File: config.mk
export PLATFORM = sky130hd
export DESIGN_NAME = mem_stage
export DESIGN_NICKNAME = d
export VERILOG_FILES = /design/src/rtl/mem_stage.sv
export SDC_FILE = /design/constraint.sdc
export NUM_CORES = 1
export LEC_CHECK = 0
export CAP_MARGIN = 10
export CORE_AREA = 2 2 164 166
export DETAILED_ROUTE_END_ITERATION = 16
export DIE_AREA = 0 0 166 168
export HOLD_SLACK_MARGIN = 0.12
export PLACE_DENSITY = 0.67
export REMOVE_ABC_BUFFERS = 1
export SLEW_MARGIN = 20
export SYNTH_ARGS = -nofsm -noshare
export SYNTH_HDL_FRONTEND = slang
export SYNTH_SLANG_ARGS = --single-unit
File: constraint.sdc
create_clock -name clk -period 2.2 [get_ports clk]
set_input_delay 0.33 -clock clk [delete_from_list [all_inputs] [get_ports clk]]
set_output_delay 0.33 -clock clk [all_outputs]
set_load 0.005 [all_outputs]
File: src/rtl/mem_stage.sv
// Memory-access stage: latches the EXE->MEM bus, drives the synchronous-read data RAM,
// and builds the MEM->WB bus. Define MEM_ADDR_CHECK_EN to flag and suppress misaligned word accesses.
module mem_stage (
  input  logic         clk,
  input  logic         resetn,
  input  logic         EXE_over,
  input  logic [154:0] EXE_MEM_bus,
  output logic         MEM_allow_in,
  output logic         MEM_valid,
  output logic         MEM_over,
  input  logic         WB_allow_in,
  input  logic         cancel,
  output logic [118:0] MEM_WB_bus,
  output logic [31:0]  dm_addr,
  output logic [3:0]   dm_wen,
  output logic [31:0]  dm_wdata,
  input  logic [31:0]  dm_rdata,
  output logic [4:0]   MEM_wdest,
  output logic [31:0]  MEM_pc,
  output logic         addr_err
);

  typedef enum logic {StAddr, StData} state_e;

  state_e         r_state, w_state_d;
  logic           r_valid, w_valid_d;
  logic           r_store_done, w_store_done_d;
  logic [154:0]   r_bus, w_bus_d;

  logic           w_inst_load, w_inst_store, w_ls_word, w_lb_sign;
  logic [31:0]    w_store_data, w_exe_result, w_lo_result;
  logic           w_hi_write, w_lo_write, w_wen;
  logic [4:0]     w_wdest;
  logic           w_mfhi, w_mflo, w_mtc0, w_mfc0;
  logic [7:0]     w_cp0r_addr;
  logic           w_syscall, w_eret, w_overflow;
  logic [31:0]    w_pc;

  logic           w_latch, w_store_fire;
  logic [3:0]     w_byte_wen;
  logic [7:0]     w_load_byte;
  logic [31:0]    w_load_data, w_mem_result;

  assign {w_inst_load, w_inst_store, w_ls_word, w_lb_sign, w_store_data, w_exe_result,
          w_lo_result, w_hi_write, w_lo_write, w_wen, w_wdest, w_mfhi, w_mflo, w_mtc0, w_mfc0,
          w_cp0r_addr, w_syscall, w_eret, w_overflow, w_pc} = r_bus;

  assign MEM_valid    = r_valid;
  assign MEM_over     = r_valid & (~w_inst_load | (r_state == StData));
  assign MEM_allow_in = ~r_valid | (MEM_over & WB_allow_in);
  assign w_latch      = MEM_allow_in & EXE_over & ~cancel;
  // Guarded by r_store_done so a store held in place by a WB stall writes only once.
  assign w_store_fire = r_valid & w_inst_store & ~r_store_done & ~cancel;

`ifdef MEM_ADDR_CHECK_EN
  assign addr_err = r_valid & w_ls_word & (w_inst_load | w_inst_store) &
                    (w_exe_result[1:0] != 2'b00);
`else
  assign addr_err = 1'b0;
`endif

  always_comb begin
    w_valid_d      = r_valid;
    w_state_d      = r_state;
    w_store_done_d = r_store_done;
    w_bus_d        = r_bus;
    if (w_store_fire) w_store_done_d = 1'b1;
    if (cancel) begin
      w_valid_d = 1'b0;
      w_state_d = StAddr;
    end else if (w_latch) begin
      w_bus_d        = EXE_MEM_bus;
      w_valid_d      = 1'b1;
      w_state_d      = StAddr;
      w_store_done_d = 1'b0;
    end else if (MEM_allow_in) begin
      w_valid_d = 1'b0;
      w_state_d = StAddr;
    end else if ((r_state == StAddr) && r_valid && w_inst_load) begin
      w_state_d = StData;
    end
  end

  always_ff @(posedge clk) begin
    if (!resetn) begin
      r_valid      <= 1'b0;
      r_state      <= StAddr;
      r_store_done <= 1'b0;
      r_bus        <= '0;
    end else begin
      r_valid      <= w_valid_d;
      r_state      <= w_state_d;
      r_store_done <= w_store_done_d;
      r_bus        <= w_bus_d;
    end
  end

  assign dm_addr    = w_exe_result;
  assign w_byte_wen = 4'b0001 << w_exe_result[1:0];
  assign dm_wen     = (w_store_fire & ~addr_err) ? (w_ls_word ? 4'b1111 : w_byte_wen) : 4'b0000;
  assign dm_wdata   = w_ls_word ? w_store_data : {4{w_store_data[7:0]}};

  always_comb begin
    w_load_byte = dm_rdata[7:0];
    case (w_exe_result[1:0])
      2'd0:    w_load_byte = dm_rdata[7:0];
      2'd1:    w_load_byte = dm_rdata[15:8];
      2'd2:    w_load_byte = dm_rdata[23:16];
      default: w_load_byte = dm_rdata[31:24];
    endcase
  end

  assign w_load_data  = w_ls_word ? dm_rdata
                                  : {{24{w_lb_sign & w_load_byte[7]}}, w_load_byte};
  assign w_mem_result = w_inst_load ? w_load_data : w_exe_result;

  assign MEM_WB_bus = {w_wen & ~addr_err, w_wdest, w_mem_result, w_lo_result, w_hi_write,
                       w_lo_write, w_mfhi, w_mflo, w_mtc0, w_mfc0, w_cp0r_addr, w_syscall,
                       w_eret, w_overflow, w_pc};

  assign MEM_wdest = w_wdest & {5{r_valid}};
  assign MEM_pc    = w_pc;

endmodule

# Yosys cells after proc, flatten, opt, wreduce, memory -nomap -nowiden
# Index checks and enable logic that the tools add are counted.
[word_totals]
reg_bits = 158
input_bits = 192
out_inout_bits = 228
elab_cells = 42
[classes]
n_eq_ne = 2
shifts = 1
muxes = 11
bitwise = 17
reduce_logical = 7
[op_table]
columns = ["operator", "count"]
rows = [
  ["2-to-1 mux 32 bit", 3],
  ["case mux 8 bit (3 select lines)", 1],
  ["bitwise AND 1 bit", 8],
  ["2-to-1 mux 4 bit", 2],
  ["NOT 1 bit", 6],
  ["bitwise AND 5 bit", 1],
  ["2-to-1 mux 1 bit", 5],
  ["OR reduction 4 bit", 1],
  ["<< shifter 1 x 2 -> 4 bit (first input constant)", 1],
  ["equality test 2 x 1 -> 1 bit (second input constant)", 1],
  ["equality test 2 bit (second input constant)", 1],
  ["logical AND 1 bit", 2],
  ["logical NOT 2 bit", 1],
  ["OR 1 bit", 2],
  ["AND reduction 2 bit", 1],
  ["nonzero test 2 bit", 1],
  ["OR reduction 2 bit", 1],
]

# Longest topological paths before layout
[logic_depth]
depth_word = 9
depth_mapped = 6
depth_no_buf = 4

# Least setup slack after synthesis
# No wires, ideal clock.
[synth_timing]
kind = "reg2out"
startpoint = "register r_bus[87]"
endpoint = "output MEM_WB_bus[100]"
t_arrival_ns = 1.325
t_required_ns = 1.870
setup_slack_ns = 0.545
stages_incl_launch_ff = 6
path_buffers = 2
cell_sequence = "dfxtp_1 -> buf_4 -> mux4_2 -> nand3_2 -> buf_6 -> a31oi_1"
[synth_via]
elab_chain_len = 5
elab_cells_between_ends = 7
classes_between = "eq/ne (2); mux (3); bitwise (1); reduce/logical (1)"
[synth_rtl]
columns = ["element", "line_no", "text"]
rows = [
  ["from (decl)", "28", "logic [154:0] r_bus, w_bus_d;"],
  ["from (signal assigned)", "94", "r_bus <= w_bus_d;"],
  ["equality test 2 bit, or another cell as far along", "105", "case (w_exe_result[1:0])"],
  ["case mux 8 bit (3 select lines) (*)", "105", ""],
  ["bitwise AND 1 bit (*)", "114", ": {{24{w_lb_sign & w_load_byte[7]}}, w_load_byte};"],
  ["2-to-1 mux 32 bit (*)", "113", "assign w_load_data = w_ls_word ? dm_rdata"],
  ["2-to-1 mux 32 bit (*)", "115", "assign w_mem_result = w_inst_load ? w_load_data : w_exe_result;"],
  ["to (decl)", "13", "output logic [118:0] MEM_WB_bus,"],
]
# Every way passes the cells marked *; elsewhere a longest branch is shown, timed or not.

# Final worst setup path
[layout_timing]
startpoint = "register r_bus[87]"
endpoint = "output MEM_WB_bus[92]"
# Same word-level chain as after synthesis.

==> summary.txt <==
Synth
  – Main flop type after synthesis: dfxtp_1
  – Asr flop ratio synth: 0
  – Post-synthesis sequential area ratio: 0.372
  – Number of synthesis warnings: 0
  – Post-synthesis cell type count: 28
  – Seq cells post-synth: 158
  – Post-synthesis instance area: 0.00850 sq mm
  – Synthesized area per cell: 8.02 sq um
  – Number of flops mapped to enable cells by yosys: 0
  – Synthesized instance count: 1060

Setup path
  – Required time of the critical path: 1.87 ns
  – Timing endpoint of the critical path: MEM_WB_bus[92]
  – Worst reg-to-reg setup slack: 0.48 ns
  – Setup crit start kind: register
  – Cells along the critical path: mux4_2 -> nand3_4 -> buf_12 -> buf_12 -> buf_6 -> a31oi_1 -> buf_2
  – Critical register-to-register path startpoint: r_bus[154]$_SDFFE_PN0P_
  – Kind of cell with the highest combined delay on the critical path: multiplexers
  – Count of cell instances traversed by the critical path: 7
  – Highest-delay cell along the critical path: mux4_2
  – Type of element capturing the critical path: output port
  – Cell repeated most along the worst path: buf_12
  – Arrival time of the worst setup path: 1.99 ns
  – Highest cell delay on the worst timing path: 0.54 ns
  – Critical path peak fanout: 6
  – Crit path buffers/inverters: 4
  – Crit path launch: r_bus[87]$_SDFFE_PN0P_
  – Critical R2R Capture: r_bus[40]$_SDFFE_PN0P_
  – Number of cells on the worst reg-to-reg path: 6
  – CP Class: register to output port

Final layout
  – Net count, final: 1506
  – Non-filler instance count after layout: 1668
  – Antenna diode count: 0
  – Most common cell after layout, fill and taps aside: nand2_1
  – Finished layout cell area: 0.0129 sq mm
  – Highest-count cells in the layout ignoring fill and taps: 392 x nand2_1, 381 x clkdlybuf4s50_1, 155 x mux2i_1
  – Area overhead of the layout relative to synthesis: 51.6%
  – Fraction of final layout cells sized beyond drive strength 1: 0.112

Power
  – Static leakage power: 5.06 nW
  – Power Total: 7.81 mW
  – Peak supply drop: 0.000356 V
  – Power density normalized to cell area: 606 mW/mm^2

Run
  – Number of max-cap violations: 0

Floorplan
  – Ports placed on the boundary: 420
  – Total core area: 0.0264 sq mm
  – Starting Density: 0.322
  – Die Wd: 166 um
  – Die Height: 168 um
  – Full die area: 0.0279 sq mm
  – Standard-cell row count: 60

Clock network
  – Total CTS buffers: 17
  – Worst skew pair latency: 0.42 ns
  – Number of hold-repair buffers added at the cts stage: 0
  – Buffer depth of the longest clock path: 2
  – Maximum level of the CTS H-tree: 4
  – Clock-pin slew on the worst setup and hold paths: 0.08 ns
  – # clock sinks: 158
  – Cell chosen for the clock root: clkbuf_16
  – Clock tree from TritonCTS: done

Global routing
  – Largest net degree at the start of global routing: 69
  – Total Routing Usage GR: 0.191
  – Number of global-route vias before repair: 7588
  – Number of antenna violations at the first check in global routing: 0
  – Total grt overflow: 0
  – Wire length of the first global-routing pass: 42200 um

Hold path
  – Tightest Hold Check Type: primary input to register
  – Start point of the worst min-delay path: resetn

STA
  – Final count of hold timing violations: 0
  – Time the final worst path needs with I/O delays and setup: 2.32 ns
  – Unrepaired setup endpoints after global routing: true
  – Sum Neg Setup Slack: -1.26 ns
  – Final setup violation count: 21
  – Max Transition Viols Final: 0
  – Upper clock frequency limit: 431 MHz
  – Smallest setup slack after layout: -0.121 ns
  – Final cycle utilization of the critical path: 1.05
  – Max Clock Skew: 0.0130 ns

Outcome
  – Result of the run: finished, violations left
  – Violated checks: setup timing

Detailed routing
  – Total DRC errors in the routed layout: 0
  – Residual antenna-violating net count after detailed routing: 0
  – Vias per cell: 4.62
  – Vias: 7704
  – DRT iter0 DRCs: 386
  – Per-cell routed wire length: 16.7 um
  – Router iterations before antenna repair: 5
  – Routed wire length: 27900 um

Placement
  – Global placement routability congestion: 0.903
  – Half-perimeter wire length of the detailed placement result: 19700 um
  – Placed insts: 1618
  – Port Buf Inserts: 418
  – Placement Cell Area: 0.0119 sq mm
## kinds of logic (layout without fill, tap and decap cells)
kind of cell	after synthesis	in the layout	share of synthesized area
AO/OA/AOI/OAI	52	52	0.0424
buffers and inverters	240	507	0.194
flip-flops	158	158	0.372
multiplexers	156	156	0.185
other	1	1	0.000441
AND/OR/NAND/NOR	453	453	0.205
## through the flow
| step | hold slack, ns | util | worst slack [ns] |
|---|---|---|---|
| 6_report | 0.306 | 0.489 | -0.121 |
| 5_1_grt | 0.315 | 0.489 | -0.191 |
| 4_1_cts | 0.304 | 0.479 | -0.162 |
| 3_5_place_dp | 0.447 | 0.450 | -0.259 |
| 3_3_place_gp | 0.440 | 0.450 | -0.230 |
| 2_1_floorplan | 0.435 | - | -8.22 |
## state kept, by name, summed over array words and instances (netlist names)
signal,cells
MEM_valid,1
r_bus,155
r_state,1
r_store_done,1
## where the power goes
| group | internal [mW] | switching (mW) | total (mW) | leakage (nW) |
|---|---|---|---|---|
| Sequential | 3.01 | 0.110 | 3.12 | 1.30 |
| Clock | 1.73 | 1.37 | 3.10 | 0.293 |
| Combinational | 0.954 | 0.642 | 1.60 | 3.47 |
## what timing repair did
action,in CTS,in global routing
setup buffers,8,10
setup endpoints to repair,47,42
pin swaps,8,13
cloned,3,2
gates resized for setup,135,47
## cells in the mapped netlist (all sizes together), types with 2 or more instances
| library cell | number | area, sq um |
|---|---|---|
| buf | 186 | 1450 |
| nor3b | 2 | 20.0 |
| inv | 9 | 33.8 |
| nand3 | 3 | 20.0 |
| and2 | 6 | 37.5 |
| o22ai | 7 | 43.8 |
| nand2 | 392 | 1470 |
| clkbuf | 45 | 169 |
| a221oi | 7 | 61.3 |
| nor2 | 46 | 173 |
| nand2b | 2 | 12.5 |
| mux2i | 155 | 1550 |
| o221ai | 7 | 61.3 |
| a21oi | 3 | 15.0 |
| a31oi | 26 | 163 |
| dfxtp | 158 | 3160 |
## layer usage
| layer | global-route usage | wire, um | up-vias |
|---|---|---|---|
| met5 | 0 | 0 | - |
| met4 | 0.0703 | 655 | 0 |
| met3 | 0.0632 | 2190 | 33 |
| met2 | 0.337 | 13800 | 321 |
| met1 | 0.215 | 11200 | 3578 |
| li1 | - | - | 3772 |
## worst min path at each step
stage                         endpoint  depth (start not counted)
2_1_floorplan  r_bus[127]$_SDFFE_PN0P_                          2
6_report        r_bus[63]$_SDFFE_PN0P_                          3
3_3_place_gp    r_bus[42]$_SDFFE_PN0P_                          2
3_5_place_dp    r_bus[45]$_SDFFE_PN0P_                          2
5_1_grt         r_bus[16]$_SDFFE_PN0P_                          3
4_1_cts         r_bus[63]$_SDFFE_PN0P_                          3
## worst min-delay path, stage by stage
cell and delay, ns:
buf_8 0.19, nand2_1 0.10, mux2i_1 0.05
## cell type report
class                   instances  area [sq um]
flip-flops and latches        158          3180
multi-input cells             662          3960
repair buffers                466          4670
clock buffers                  18           429
fillers                      2505         13500
well taps                     341           427
clock inverters                14           171
inverters                       9          51.3
Power figures use the tool's default switching activity.
